[config.mk]
export PLATFORM = sky130hd
export DESIGN_NAME = gpio_irq_apb
export DESIGN_NICKNAME = d
export VERILOG_FILES = /design/src/rtl/gpio_irq_apb.sv
export SDC_FILE = /design/constraint.sdc
export NUM_CORES = 1
export LEC_CHECK = 0
export BUFFER_PORTS_ARGS = -buffer_cell sky130_fd_sc_hd__clkbuf_2
export CORE_MARGIN = 4
export CORE_UTILIZATION = 60
export CTS_CLUSTER_SIZE = 16
export DETAILED_ROUTE_END_ITERATION = 12
export GPL_ROUTABILITY_DRIVEN = 0
export PLACE_DENSITY = 0.92
export SYNTH_ARGS = -nofsm -noshare
export SYNTH_HDL_FRONTEND = slang
export SYNTH_SLANG_ARGS = --single-unit
[constraint.sdc]
create_clock -name pclk -period 8.6 [get_ports pclk]
set_clock_uncertainty 0.1 [all_clocks]
set_input_delay 0.43 -clock pclk [delete_from_list [all_inputs] [get_ports pclk]]
set_output_delay 0.43 -clock pclk [all_outputs]
set_load 0.1 [all_outputs]
[src/rtl/gpio_irq_apb.sv]
// gpio_irq_apb
// APB GPIO controller with input synchronisation, a per-port debounce filter,
// atomic set/clear/toggle of the output register and per-pin edge/level
// interrupts. The interrupt flags are write-1-to-clear and drive one combined
// IRQ line.
//
// Ports:
//   pclk, presetn       clock and asynchronous active-low reset
//   paddr               byte address; bits [1:0] are ignored
//   psel/penable/pwrite APB control; pwdata write data; prdata read data
//   pready              always 1, so every access has zero wait states
//   pslverr             1 for an access to an unmapped offset
//   irq                 |(IFLAG & IE)
//   gpi                 asynchronous pin inputs
//   gpo / gpd           output values / direction (1 = output)
module gpio_irq_apb #(
    parameter int gpio_w      = 8,
    parameter int sync_stages = 2,
    parameter int deb_w       = 8
) (
    input  logic              pclk,
    input  logic              presetn,
    input  logic [5:0]        paddr,
    output logic [31:0]       prdata,
    input  logic [31:0]       pwdata,
    input  logic              psel,
    input  logic              penable,
    input  logic              pwrite,
    output logic              pready,
    output logic              pslverr,
    output logic              irq,
    input  logic [gpio_w-1:0] gpi,
    output logic [gpio_w-1:0] gpo,
    output logic [gpio_w-1:0] gpd
);

    // Word index of each register (byte offset / 4).
    localparam logic [3:0] OFF_GPO   = 4'd0;
    localparam logic [3:0] OFF_GPD   = 4'd1;
    localparam logic [3:0] OFF_GPI   = 4'd2;
    localparam logic [3:0] OFF_SET   = 4'd3;
    localparam logic [3:0] OFF_CLR   = 4'd4;
    localparam logic [3:0] OFF_TGL   = 4'd5;
    localparam logic [3:0] OFF_IE    = 4'd6;
    localparam logic [3:0] OFF_IMODE = 4'd7;
    localparam logic [3:0] OFF_IPOL  = 4'd8;
    localparam logic [3:0] OFF_IBOTH = 4'd9;
    localparam logic [3:0] OFF_IFLAG = 4'd10;
    localparam logic [3:0] OFF_DEB   = 4'd11;

    localparam logic [deb_w-1:0] DEB_ONE = deb_w'(1);

    logic [3:0]        reg_idx;
    logic              mapped;
    logic              wr_fire;
    logic              deb_wr;
    logic [gpio_w-1:0] wd;
    logic [gpio_w-1:0] w1c;

    logic [gpio_w-1:0] gpo_q,   gpo_d;
    logic [gpio_w-1:0] gpd_q,   gpd_d;
    logic [gpio_w-1:0] ie_q,    ie_d;
    logic [gpio_w-1:0] imode_q, imode_d;
    logic [gpio_w-1:0] ipol_q,  ipol_d;
    logic [gpio_w-1:0] iboth_q, iboth_d;
    logic [deb_w-1:0]  deb_q,   deb_d;

    logic [gpio_w-1:0] sync_q [sync_stages];
    logic [gpio_w-1:0] sync_w;
    logic [gpio_w-1:0] filt_q, filt_d;
    logic [gpio_w-1:0] filt_dly_q;
    logic [gpio_w-1:0] eflag_q, eflag_d;
    logic [gpio_w-1:0] iflag;
    logic [gpio_w-1:0] rd_field;
    logic [31:0]       rd_word;
    logic              unused_bits;

    assign reg_idx = paddr[5:2];
    assign mapped  = (reg_idx <= OFF_DEB);
    assign wr_fire = psel & penable & pwrite;
    assign deb_wr  = wr_fire && (reg_idx == OFF_DEB);
    assign wd      = pwdata[gpio_w-1:0];
    assign w1c     = (wr_fire && (reg_idx == OFF_IFLAG)) ? wd : '0;

    // Bits of the bus that no register uses.
    assign unused_bits = ^{pwdata, paddr[1:0]};

    // ---------------- register writes ----------------
    always_comb begin
        gpo_d   = gpo_q;
        gpd_d   = gpd_q;
        ie_d    = ie_q;
        imode_d = imode_q;
        ipol_d  = ipol_q;
        iboth_d = iboth_q;
        deb_d   = deb_q;
        if (wr_fire) begin
            case (reg_idx)
                OFF_GPO:   gpo_d   = wd;
                OFF_GPD:   gpd_d   = wd;
                OFF_SET:   gpo_d   = gpo_q | wd;
                OFF_CLR:   gpo_d   = gpo_q & ~wd;
                OFF_TGL:   gpo_d   = gpo_q ^ wd;
                OFF_IE:    ie_d    = wd;
                OFF_IMODE: imode_d = wd;
                OFF_IPOL:  ipol_d  = wd;
                OFF_IBOTH: iboth_d = wd;
                OFF_DEB:   deb_d   = pwdata[deb_w-1:0];
                default:   ;  // GPI, IFLAG (handled below) and unmapped
            endcase
        end
    end

    always_ff @(posedge pclk or negedge presetn) begin
        if (!presetn) begin
            gpo_q      <= '0;
            gpd_q      <= '0;
            ie_q       <= '0;
            imode_q    <= '0;
            ipol_q     <= '0;
            iboth_q    <= '0;
            deb_q      <= '0;
            filt_q     <= '0;
            filt_dly_q <= '0;
            eflag_q    <= '0;
        end else begin
            gpo_q      <= gpo_d;
            gpd_q      <= gpd_d;
            ie_q       <= ie_d;
            imode_q    <= imode_d;
            ipol_q     <= ipol_d;
            iboth_q    <= iboth_d;
            deb_q      <= deb_d;
            filt_q     <= filt_d;
            filt_dly_q <= filt_q;
            eflag_q    <= eflag_d;
        end
    end

    // ---------------- input synchroniser ----------------
    always_ff @(posedge pclk or negedge presetn) begin
        if (!presetn) begin
            for (int i = 0; i < sync_stages; i++) sync_q[i] <= '0;
        end else begin
            sync_q[0] <= gpi;
            for (int i = 1; i < sync_stages; i++) sync_q[i] <= sync_q[i-1];
        end
    end

    assign sync_w = sync_q[sync_stages-1];

    // ---------------- per-pin debounce and edge flags ----------------
    generate
        for (genvar gi = 0; gi < gpio_w; gi++) begin : g_pin
            logic [deb_w-1:0] cnt_q, cnt_d;
            logic             filt_nxt;
            logic             rise, fall, edge_ev;

            // The filtered value only follows sync once the mismatch has
            // been seen for deb_q consecutive cycles (cnt reaches T-1 with
            // the mismatch still present).
            always_comb begin
                cnt_d    = '0;
                filt_nxt = filt_q[gi];
                if (deb_q == '0) begin
                    filt_nxt = sync_w[gi];
                end else if (sync_w[gi] != filt_q[gi]) begin
                    if (cnt_q == deb_q - DEB_ONE) begin
                        filt_nxt = sync_w[gi];
                    end else begin
                        cnt_d = cnt_q + DEB_ONE;
                    end
                end
                if (deb_wr) begin
                    cnt_d = '0;
                end
            end

            always_ff @(posedge pclk or negedge presetn) begin
                if (!presetn) begin
                    cnt_q <= '0;
                end else begin
                    cnt_q <= cnt_d;
                end
            end

            assign filt_d[gi] = filt_nxt;

            assign rise    = filt_q[gi] & ~filt_dly_q[gi];
            assign fall    = ~filt_q[gi] & filt_dly_q[gi];
            assign edge_ev = iboth_q[gi] ? (rise | fall)
                                         : (ipol_q[gi] ? fall : rise);

            // Sticky edge flag; a set event in the same cycle as a W1C wins.
            // Pins in level mode leave the stored edge flag untouched so a
            // mode change neither sets nor clears it.
            assign eflag_d[gi] = imode_q[gi] ? eflag_q[gi]
                                             : ((eflag_q[gi] & ~w1c[gi]) | edge_ev);
        end
    endgenerate

    // Level-mode pins report the live filtered level, edge pins the sticky flag.
    assign iflag = (imode_q & (filt_q ^ ipol_q)) | (~imode_q & eflag_q);
    assign irq   = |(iflag & ie_q);

    // ---------------- read path ----------------
    always_comb begin
        rd_field = '0;
        case (reg_idx)
            OFF_GPO:   rd_field = gpo_q;
            OFF_GPD:   rd_field = gpd_q;
            OFF_GPI:   rd_field = filt_q;
            OFF_IE:    rd_field = ie_q;
            OFF_IMODE: rd_field = imode_q;
            OFF_IPOL:  rd_field = ipol_q;
            OFF_IBOTH: rd_field = iboth_q;
            OFF_IFLAG: rd_field = iflag;
            default:   rd_field = '0;  // write-only and unmapped read as 0
        endcase
        rd_word = '0;
        if (reg_idx == OFF_DEB) begin
            rd_word[deb_w-1:0] = deb_q;
        end else begin
            rd_word[gpio_w-1:0] = rd_field;
        end
    end

    // Bus outputs are forced quiet while reset is held.
    assign prdata  = (presetn && psel && !pwrite) ? rd_word : 32'd0;
    assign pslverr = presetn & psel & penable & ~mapped;
    assign pready  = 1'b1;

    assign gpo = gpo_q;
    assign gpd = gpd_q;

endmodule
* Yosys cells after proc, flatten, opt, wreduce, memory -nomap -nowiden
Index checks and enable logic that the tools add are counted.
** Operators by class
- Add/subtract/negate cells :: 9
- Order comparisons :: 1
- Eq/ne operators :: 27
- Multiplexer cells :: 77
- Bitwise operators :: 80
- Reduce and logical (&&, ||, !) cells :: 40
** Operator list (number)
- 8-bit 2-to-1 mux :: 35
- 8-bit by 1-bit adder with 8-bit output, second input constant :: 8
- 8-bit equality test :: 8
- 8-bit one-hot mux with 8 select lines :: 1
- 1-bit 2-to-1 mux :: 40
- 8-bit bitwise AND :: 4
- 8-bit one-hot mux with 4 select lines :: 1
- 2-bit nonzero test :: 16
- 2-bit AND reduction :: 15
- 1-bit bitwise AND :: 29
- 1-bit inverter :: 25
- 4-bit by 3-bit equality test with 1-bit output, second input constant :: 4
- 4-bit equality test, second input constant :: 4
- 8-bit inverter :: 2
- 1-bit OR :: 16
- 8-bit OR :: 2
- 8-bit bitwise XOR :: 2
- 4-bit by 2-bit equality test with 1-bit output, second input constant :: 2
- 8-bit logical NOT :: 1
- 1-bit != test :: 8
- 8-bit OR reduction :: 1
- 8-bit by 1-bit subtractor with 8-bit output, second input constant :: 1
- 4-bit by 1-bit equality test with 1-bit output, second input constant :: 1
- 4-bit less-or-equal comparator, second input constant :: 1
- 4 further kinds :: 7
** Word-level totals
- Flip-flop bits (word level) :: 160

* Longest topological paths before layout
Gate-level depths: netlist of the first run.
- Depth in word-level cells :: 7
- Mapped depth :: 12
- Mapped depth without buffers :: 8

* Worst setup path before layout of the first run
No wires, ideal clock.
- Kind :: input -> output
- From :: input port paddr[5]
- To :: output port prdata[4]
- Arrival time :: 3.775 ns
- Data required time :: 8.070 ns
- Slack :: 4.295 ns
- Stages :: 7
- Cell sequence :: clkbuf_1 > buf_1 > nand2_1 > nand2_1 > a22oi_1 > or2_2 > a211oi_1
** On the way
- Word-level cells in the longest chain between the ends :: 4
- Elaborated cells between the ends (all ways) :: 12
- Classes of those cells :: eq/ne (8); mux (3); reduce/logical (1)
** Ends and longest elaborated chain
- from (decl) :: RTL line 23 : input logic [5:0] paddr,
- 4-bit equality test (tied with other cells) :: RTL line 209 : case (reg_idx)
- 8-bit one-hot mux with 8 select lines :: RTL line 209
- 8-bit 2-to-1 mux (*) :: RTL line 221 : if (reg_idx == OFF_DEB) begin
- 8-bit 2-to-1 mux (*) :: RTL line 229 : assign prdata = (presetn && psel && !pwrite) ? rd_word : 32'd0;
- to (decl) :: RTL line 24 : output logic [31:0] prdata,
Mark *: on every way between the ends. The rest lies on a longest branch, timed or not.

* Worst setup path after layout of the first run
- From :: register deb_q[0]
- To :: register filt_q[6]
** On the way
- Word-level cells in the longest chain between the ends :: 4
- Elaborated cells between the ends (all ways) :: 7
- Classes of those cells :: add/sub (1); eq/ne (1); mux (1); reduce/logical (4)
** Ends and longest elaborated chain
- from (decl) :: RTL line 66 : logic [deb_w-1:0] deb_q, deb_d;
- from (signal assigned) :: RTL line 122 : deb_q <= '0;
- from (signal assigned) :: RTL line 133 : deb_q <= deb_d;
- 8-bit by 1-bit subtractor with 8-bit output :: RTL line 168 : if (cnt_q == deb_q - DEB_ONE) begin
- 8-bit equality test :: RTL line 168
- 2-bit nonzero test (no source line)
- 2-bit AND reduction (no source line)
- to (signal assigned) :: RTL line 134 : filt_q <= filt_d;
- to (decl) :: RTL line 70 : logic [gpio_w-1:0] filt_q, filt_d;
Parallel ways exist; a longest one is shown, timed or not.
A chain may end at the register's enable or synchronous reset.

==> results.sh, run 1 <==
export IMPL_dr_pass1_iters=6
export IMPL_rsz0062_at_grt="false"
export IMPL_cts_tree="yes"
export IMPL_outcome="complete, no violations"
export IMPL_cts_htree_levels=4
export IMPL_drtAntennaViolNets=0
export IMPL_cts_sinks=160
export IMPL_ys_flop_type="dfrtp_1"
export IMPL_hp_start="pwdata[5]"
export IMPL_power_leakage_nw=4.78
export IMPL_routed_via_density=6.22
export IMPL_powerDensity_nw_per_um2=255
export IMPL_port_buffers=50
export IMPL_area_delta_synth_final_pct=9.21
export IMPL_avgSynthCellArea_um2=9.71
export IMPL_drt_initial_drc_count=993
export IMPL_synthArstFlopShare_pct=100
export IMPL_max_freq_mhz=237
export IMPL_worst_r2r_path_depth=8
export IMPL_antenna_found_initial=0
export IMPL_drive_gt1_share_pct=14.4
export IMPL_drv_cap=0
export IMPL_die_y_um=136
export IMPL_peakVddDrop_mv=0.241
export IMPL_root_buffer="clkbuf_16"
export IMPL_clkSlewWorstSetupHoldPaths_ns=0.07
export IMPL_synth_edff_count=0
export IMPL_clock_latency_ns=0.43
export IMPL_worstPathMaxFanout=15
export IMPL_dieWidth_um=136
export IMPL_wl_mm=23.9
export IMPL_grt_pass1_vias=7844
export IMPL_post_cts_resized=0
export IMPL_worstMarginPinSlew_ns=1.15
export IMPL_cts_buffers=17
export IMPL_grt_overflow=0
export IMPL_grt_max_degree=86
export IMPL_critPathLaunch="deb_q[0]"
export IMPL_n_antenna_cell=0
export IMPL_maxSlewHeadroom_pct=23.1
export IMPL_synthesis_area_um2=9810
export IMPL_cts_buffer_depth=2
export IMPL_fin_crit_sh_pct=49.1
export IMPL_synth_distinct_cells=64
export IMPL_ys_seq_area_share_pct=40.8
export IMPL_crit_arrival_ns=4.44
export IMPL_critPathCaptureType="flop"
export IMPL_holdPathStages=3
export IMPL_synth_seq_cells=160
export IMPL_num_io_pins=102
export IMPL_worstPathRequired_ns=8.82
export IMPL_track_usage_pct=26.6
export IMPL_crit_path_start_kind="flop"
export IMPL_core_um2=15900
export IMPL_wl_per_cell_um=18.8
export IMPL_final_setup_viol_count=0
export IMPL_synth_warning_count=0
export IMPL_remaining_drc_errors=0
export IMPL_r2r_start="deb_q[0]"
export IMPL_path_class="flop to flop"
export IMPL_std_cell_rows=46
export IMPL_hold_path_class="input port to flop"
export IMPL_grt_busiest_layer="met2"
export IMPL_drv_slew=0
export IMPL_tns_ns=0
export IMPL_use_met2_pct=43.9
export IMPL_post_route_min_period_ns=4.22
export IMPL_nNetsFinal=1136
export IMPL_fin_util_pct=67.2
export IMPL_dpl_hpwl_mm=16.0
export IMPL_initial_utilization_pct=61.5
export IMPL_vias=7911
export IMPL_syn_inst=1010
export IMPL_grtUsageMet1_pct=33.0
export IMPL_hold_viol_final=0
export IMPL_die_area_um2=18500
export IMPL_grt_pass1_wl_mm=38.6
export IMPL_grt_use_met3_pct=6.07
## worst paths after layout
check                      slack (ns)                end
max                              4.38          filt_q[6]
min                              0.23           deb_q[5]
max reg2reg                      4.38          filt_q[6]
min reg2reg                      0.25          sync_w[0]
max in group asynchronous        6.39  g_pin[4].cnt_q[3]
min in group asynchronous        0.50             gpo[0]
## critical path, cell delays in order, from the launching register on
cell and delay [ns]:
dfrtp_1 0.72, inv_1 0.24, ha_1 0.59, nor3b_2 1.03, xnor2_1 0.19, mux2i_1 0.16, nor4_1 0.52, a31o_2 0.24
mux2_1 0.31
## where the power goes
part | leakage, nW | internal, W | switching (W)
logic | 2.44 | 0.000333 | 0.000550
registers | 2.04 | 0.000875 | 0.000205
clock network | 0.290 | 0.000455 | 0.000315
total | 4.78 | 0.00166 | 0.00107
## per-stage QoR
step	hold WS (ns)	instance area, um^2	total power, W	instances	setup slack [ns]
finish	0.234	10700	0.00273	1272	4.38
global route	0.216	10700	0.00287	1272	4.13
CTS	0.201	10700	0.00273	1272	4.43
detailed placement	0.236	10000	0.00195	1231	4.46
global placement	0.233	10000	0.00189	1231	4.59
floorplan	0.0344	9890	0.00175	1033	4.30
## area by class of cell
class	count	area, um^2
repair buffers	60	354
clock inverters	14	165
fillers	1144	5230
inverters	49	184
clock buffers	18	429
multi-input cells	755	5300
well taps	216	270
flip-flops and latches	160	4000
## placed cells by master (no fill, tap or decap), types with 4 or more instances in the layout
cell type	count
xnor2_1	70
nor2b_1	7
inv_1	49
xnor3_1	8
or3_1	4
mux2_2	38
nand2b_1	6
o22ai_1	13
o31ai_1	15
nand4_1	7
conb_1	25
nor3_1	11
clkinv_2	5
dlygate4sd3_1	9
a21oi_1	29
a32oi_1	4
and3_1	16
mux2i_1	11
nor2_1	111
a311o_1	8
nand3_1	49
dfrtp_1	160
a211oi_1	16
clkbuf_16	17
o21ai_2	6
xor2_1	42
a221oi_1	11
ha_1	42
o21ai_0	55
or2_2	8
mux2_1	5
clkbuf_2	49
o21ai_1	7
nand2_1	72
xnor2_2	4
a22oi_1	17
## state kept, by name (all words and copies together), names as in the netlist
signal and cells:
sync_q 8, deb_q 8, g_pin.cnt_q 64, filt_q 8, filt_dly_q 8, ipol_q 8
eflag_q 8, gpo 8, gpd 8, ie_q 8, imode_q 8, iboth_q 8
sync_w 8
## cells in the mapped netlist (all sizes together), types with 4 or more instances
cell | number | area, um^2
a311o | 9 | 91.3
a211oi | 17 | 133
nand3 | 49 | 245
mux2i | 11 | 110
a21oi | 29 | 145
or2 | 8 | 50.1
xor2 | 42 | 368
nor3 | 13 | 70.1
clkbuf | 25 | 95.1
dfrtp | 160 | 4000
and3 | 16 | 100
a32oi | 4 | 35.0
or3 | 4 | 25.0
o31ai | 15 | 113
a221oi | 11 | 96.3
xnor2 | 75 | 706
nor2b | 7 | 43.8
xnor3 | 8 | 180
mux2 | 43 | 484
nand2b | 6 | 37.5
nand2 | 73 | 277
inv | 49 | 184
o21ai | 68 | 363
o22ai | 13 | 81.3
a22oi | 17 | 128
buf | 44 | 312
nor2 | 114 | 468
nand4 | 7 | 43.8
ha | 42 | 526
## cells by family after synthesis
family	share of synthesized area, %
adders and majority gates	5.36
AOI/OAI and AO/OA	13.2
buffers and inverters	6.02
DFF	40.8
and+or+nand+nor	15.2
muxes	6.52
other	0.0766
xor gates and xnor gates	12.8
## layer usage
metal  up-vias  wire length [um]
met2       439             11900
li1       3553                 -
met5         -                 0
met3        85              2060
met1      3834              9260
met4         0               760
## what timing repair did
action                     4_1_cts  5_1_grt
hold buffers                     9        0
buffers inserted                 0        0
hold endpoints to repair        86        0
setup endpoints to repair        0        0
Note: power is estimated with default switching activity, not from simulation.
==> run 2: changes to the inputs <==
clock period = 4 ns   (was 8.6 ns; I/O delays follow)
==> run 2 against run 1 <==
Via count rose by 1.1%. Critical path depth is the same. Sequential power rose by 110%. Die area is the same.
==> results.sh, run 2 (synthesis gave the netlist of run 1 again) <==
export IMPL_outcome="complete, no violations"
export IMPL_antenna_found_initial=0
export IMPL_dpl_worst_slack_ns=0.710
export IMPL_tns_ns=0
export IMPL_grt_max_degree=78
export IMPL_largest_reg_flops=64
export IMPL_clkSlewWorstSetupHoldPaths_ns=0.07
export IMPL_drive_gt1_share_pct=15.1
export IMPL_switching_share_pct=37.8
export IMPL_peakVddDrop_mv=0.407
export IMPL_dr_pass1_iters=6
export IMPL_p_sw_w=0.00228
export IMPL_wl_mm=24.6
export IMPL_r2r_start="deb_q[1]"
export IMPL_die_y_um=136
export IMPL_core_um2=15900
export IMPL_grt_pass1_vias=8029
export IMPL_final_common_cell="dfrtp_1"
export IMPL_cts_buffers=17
export IMPL_combinationalPowerShare_pct=32.1
export IMPL_drtAntennaViolNets=0
export IMPL_area_delta_synth_final_pct=10.8
export IMPL_r2r_end="filt_q[6]"
export IMPL_clock_latency_ns=0.43
export IMPL_worstMarginPinSlew_ns=1.25
export IMPL_drt_initial_drc_count=1042
export IMPL_track_usage_pct=27.5
export IMPL_n_antenna_cell=0
export IMPL_num_io_pins=102
export IMPL_critical_path_cell_chain="inv_1, ha_1, nor3b_2, xnor2_1, mux2i_1, nor4_1, a31o_2, mux2_1"
export IMPL_routed_via_density=6.23
export IMPL_grt_overflow=0
export IMPL_postCtsSetupBuffers=0
export IMPL_post_route_min_period_ns=3.43
export IMPL_dieWidth_um=136
export IMPL_port_buffers=50
export IMPL_die_area_um2=18500
export IMPL_cts_tree="yes"
export IMPL_max_freq_mhz=292
export IMPL_drv_cap=0
export IMPL_cts_buffer_depth=2
export IMPL_placed_area_um2=10100
export IMPL_root_buffer="clkbuf_16"
export IMPL_hold_viol_final=0
export IMPL_finalPower_w=0.00604
export IMPL_post_cts_resized=0
export IMPL_powerDensity_nw_per_um2=556
export IMPL_hold_path_class="input port to flop"
export IMPL_drv_slew=0
export IMPL_cts_htree_levels=4
export IMPL_final_cell_mix="dfrtp_1, nor2_1, nand2_1, xnor2_1, o21ai_0"
export IMPL_fin_crit_sh_pct=85.7
export IMPL_critPathCaptureType="flop"
export IMPL_cpMaxStageDelayCell="nor3b_2"
export IMPL_crit_path_end="filt_q[6]"
export IMPL_final_cell_area_um2=10900
export IMPL_critPathMaxStageDelay_ns=0.99
export IMPL_crit_path_start_kind="flop"
export IMPL_cts_sinks=160
export IMPL_worstPathRequired_ns=4.22
export IMPL_final_setup_viol_count=0
export IMPL_intPower_w=0.00376
export IMPL_hold_buffers=11
export IMPL_initial_utilization_pct=61.5
export IMPL_p_seq_share_pct=37.9
export IMPL_worst_r2r_path_depth=8
export IMPL_power_leakage_nw=4.86
export IMPL_grt_pass1_wl_mm=39.8
export IMPL_critPathLaunch="deb_q[1]"
export IMPL_std_cell_rows=46
export IMPL_rsz0062_at_grt="false"
export IMPL_remaining_drc_errors=0
export IMPL_setup_ws_ns=0.571
export IMPL_nNetsFinal=1148
export IMPL_vias=7998
export IMPL_wl_per_cell_um=19.1
export IMPL_path_class="flop to flop"
export IMPL_crit_arrival_ns=3.64
export IMPL_maxSlewHeadroom_pct=16.6
export IMPL_top_register="g_pin.cnt_q"
export IMPL_dpl_hpwl_mm=16.4
export IMPL_p_clk_share_pct=30.0
export IMPL_worstPathMaxFanout=15
export IMPL_reg2reg_setup_slack_ns=0.57
==> run 2: layout make-up <==
type                    instances  area [um^2]
multi-input cells             755         5310
fillers                      1120         5070
flip-flops and latches        160         4000
clock buffers                  22          474
repair buffers                 72          449
well taps                     216          270
inverters                      49          184
clock inverters                 9          180
==> run 2: critical path: cells and delay by family, from the launching register on <==
kind	cells	cell delay (ns)
compound gates	1	0.24
xor+xnor	1	0.19
fa+ha+maj	1	0.18
buf+inv	1	0.14
flops	1	0.48
mux	2	0.48
simple gates	2	1.50
==> run 2: power by group through the flow <==
| stage | combinational, W | clock, W | sequential [W] |
|---|---|---|---|
| 2_1_floorplan | 0.00137 | 0 | 0.00239 |
| 3_3_place_gp | 0.00181 | 0 | 0.00227 |
| 3_5_place_dp | 0.00189 | 0 | 0.00230 |
| 4_1_cts | 0.00193 | 0.00182 | 0.00228 |
| 5_1_grt | 0.00213 | 0.00189 | 0.00233 |
| 6_report | 0.00194 | 0.00181 | 0.00229 |
==> run 2: per-stage QoR <==
step / std cells / utilization, % / hold WS [ns]
2_1_floorplan: 1033 / - / -0.196
3_3_place_gp: 1241 / 63.4 / -0.0357
3_5_place_dp: 1241 / 63.4 / -0.0339
4_1_cts: 1283 / 68.2 / 0.00804
5_1_grt: 1283 / 68.2 / 0.0173
6_report: 1283 / 68.2 / 0.0309
==> run 2: worst min path at each step <==
| stage | startpoint | to | cells past startpoint |
|---|---|---|---|
| after floorplan | presetn | deb_q[0] | 0 |
| after global placement | presetn | gpd[3] | 1 |
| after detailed placement | presetn | gpd[3] | 1 |
| after CTS | pwdata[0] | ie_q[0] | 3 |
| after global routing | pwdata[1] | iboth_q[1] | 2 |
| final | pwdata[0] | ie_q[0] | 3 |
==> run 2: metal layers <==
metal  share of wire, %  up-vias  GRT usage, %
li1                   -     3581             -
met1                 38     3811          33.5
met2                 48      475          44.7
met3                9.3      131          6.25
met4                5.2        0          16.5
met5                  0        -             0
==> run 3: changes to the inputs <==
--- a/config.mk
+++ b/config.mk
@@ -9,3 +9,3 @@
 export CORE_MARGIN = 4
-export CORE_UTILIZATION = 60
+export CORE_UTILIZATION = 30
 export CTS_CLUSTER_SIZE = 16
@@ -13,3 +13,3 @@
 export GPL_ROUTABILITY_DRIVEN = 0
-export PLACE_DENSITY = 0.92
+export PLACE_DENSITY = 0.57
 export SYNTH_ARGS = -nofsm -noshare
--- a/constraint.sdc
+++ b/constraint.sdc
@@ -4,2 +4,2 @@
 set_output_delay 0.2 -clock pclk [all_outputs]
-set_load 0.1 [all_outputs]
+set_load 0.01 [all_outputs]
==> run 3 against run 2 <==
Final area grew 1.7%. Die area rose by 93%. Count of clock-buffer cells in the layout decreased by 5. Wire length grew 0.48%. Fmax increased by 7.5%. Non-clock buffer count increased by 3. Largest cell class unchanged.
==> results.sh, run 3 (synthesis gave the netlist of run 1 again) <==
export IMPL_dpl_cell_count=1465
export IMPL_fin_crit_sh_pct=79.7
export IMPL_fin_util_pct=34.7
export IMPL_final_setup_viol_count=0
export IMPL_combinationalPowerShare_pct=29.0
export IMPL_critical_path_cell_chain="inv_1, ha_1, or4b_1, nor2_8, xnor2_4, xnor2_1, a31o_2, mux2_1"
export IMPL_hold_buffers=9
export IMPL_powerDensity_nw_per_um2=489
export IMPL_top_register="g_pin.cnt_q"
export IMPL_rsz0062_at_grt="false"
export IMPL_port_buffers=50
export IMPL_post_route_min_period_ns=3.19
export IMPL_final_cell_mix="dfrtp_1, nor2_1, nand2_1, xnor2_1, o21ai_0"
export IMPL_std_cell_rows=65
export IMPL_max_freq_mhz=314
export IMPL_cts_sinks=160
export IMPL_wl_mm=24.7
export IMPL_cpMaxStageDelayCell="or4b_1"
export IMPL_nNetsFinal=1151
export IMPL_grt_pass1_wl_mm=40.3
export IMPL_track_usage_pct=14.0
export IMPL_worstPathRequired_ns=4.22
export IMPL_p_clk_share_pct=29.1
export IMPL_drtAntennaViolNets=0
export IMPL_final_common_cell="dfrtp_1"
export IMPL_p_seq_share_pct=41.9
export IMPL_drive_gt1_share_pct=15.6
export IMPL_intPower_w=0.00342
export IMPL_cts_buffer_depth=2
export IMPL_maxSlewHeadroom_pct=32.8
export IMPL_crit_arrival_ns=3.41
export IMPL_grt_overflow=0
export IMPL_tns_ns=0
export IMPL_routed_via_density=4.98
export IMPL_peakVddDrop_mv=0.336
export IMPL_area_delta_synth_final_pct=12.7
export IMPL_initial_utilization_pct=30.8
export IMPL_hp_start="pwdata[5]"
export IMPL_remaining_drc_errors=0
export IMPL_root_buffer="clkbuf_16"
export IMPL_cts_buffers=17
export IMPL_die_y_um=189
export IMPL_cts_tree="yes"
export IMPL_drt_met1_wl_mm=11.7
export IMPL_grt_pass1_vias=7217
export IMPL_largest_reg_flops=64
export IMPL_vias=7496
export IMPL_dr_pass1_iters=5
export IMPL_dpl_hpwl_mm=17.6
export IMPL_path_class="flop to flop"
export IMPL_p_sw_w=0.00198
export IMPL_worstPathMaxFanout=10
export IMPL_num_io_pins=102
export IMPL_outcome="complete, no violations"
export IMPL_cts_htree_levels=4
export IMPL_routed_wl_met3_mm=1.42
export IMPL_grt_max_degree=70
export IMPL_crit_path_start_kind="flop"
export IMPL_drv_slew=0
export IMPL_wl_per_cell_um=16.4
export IMPL_die_area_um2=35600
export IMPL_critPathMaxStageDelay_ns=0.61
export IMPL_met2WireLength_mm=11.2
export IMPL_r2r_start="deb_q[1]"
export IMPL_antenna_found_initial=0
export IMPL_core_um2=31900
export IMPL_post_cts_resized=0
export IMPL_postCtsSetupBuffers=0
export IMPL_clkSlewWorstSetupHoldPaths_ns=0.07
export IMPL_drt_initial_drc_count=556
export IMPL_top_layer_used="met4"
export IMPL_switching_share_pct=36.7
export IMPL_instances_no_fill=1506
export IMPL_dieWidth_um=189
export IMPL_hold_viol_final=0
export IMPL_worstMarginPinSlew_ns=1.00
export IMPL_critPathCaptureType="flop"
export IMPL_critPathLaunch="deb_q[1]"
export IMPL_n_antenna_cell=0
export IMPL_drv_cap=0
export IMPL_clock_latency_ns=0.44
export IMPL_hold_path_class="input port to flop"
export IMPL_power_leakage_nw=4.82
[run 3: cell count changes in the layout (fill, tap and decap cells not counted), sizes merged]
cell,delta
clkinvlp,+4
dlygate4sd3,-2
bufinv,-5
inv,+7
clkbuf,-5
buf,+5
[run 3: critical path: cells and delay by family, from the launching register on]
kind | cells | cell delay, ns
XOR/XNOR | 2 | 0.43
multiplexers | 1 | 0.30
AND/OR/NAND/NOR | 2 | 0.77
flip-flops | 1 | 0.49
adder cells (fa/ha/maj) | 1 | 0.57
AO/OA/AOI/OAI | 1 | 0.26
buffers and inverters | 1 | 0.14
[run 3: through the flow]
step / power, W / worst slack, ns / hold WS [ns] / instance area (um^2)
3_3_place_gp: 0.00381 / 0.837 / 0.148 / 10400
6_report: 0.00540 / 0.811 / 0.0189 / 11100
5_1_grt: 0.00577 / 0.620 / 0.0359 / 11100
2_1_floorplan: 0.00342 / 1.16 / -0.196 / 9890
3_5_place_dp: 0.00386 / 0.796 / 0.151 / 10400
4_1_cts: 0.00545 / 0.787 / 0.00145 / 11100
[run 3: cell type report]
class	count	area, um^2
timing repair buffer	75	467
sequential	160	4000
multi-input combinational	755	5300
fill	3281	20800
clock inverter	15	129
inverter	49	184
tap	435	544
clock buffer	17	425
[run 3: worst paths after layout]
check                                    end  slack (ns)  depth (start not counted)
max                                filt_q[6]        0.81                          8
min                                  ie_q[5]        0.02                          3
max reg2reg                        filt_q[6]        0.81                          8
min reg2reg                        sync_w[0]        0.25                          0
max in group asynchronous  g_pin[0].cnt_q[3]        2.49                          3
min in group asynchronous             gpd[6]        0.23                          2
[run 3: routing by layer]
layer,track usage (%),vias to the layer above
li1,-,3581
met1,20.1,3681
met2,21.7,210
met3,2.78,24
met4,3.70,0
met5,0,-
[run 3: power by group through the flow]
stage / combinational (W) / sequential (W) / clock (W)
floorplan: 0.00125 / 0.00217 / 0
global placement: 0.00153 / 0.00228 / 0
detailed placement: 0.00157 / 0.00230 / 0
CTS: 0.00159 / 0.00226 / 0.00160
global route: 0.00179 / 0.00232 / 0.00167
finish: 0.00157 / 0.00226 / 0.00157
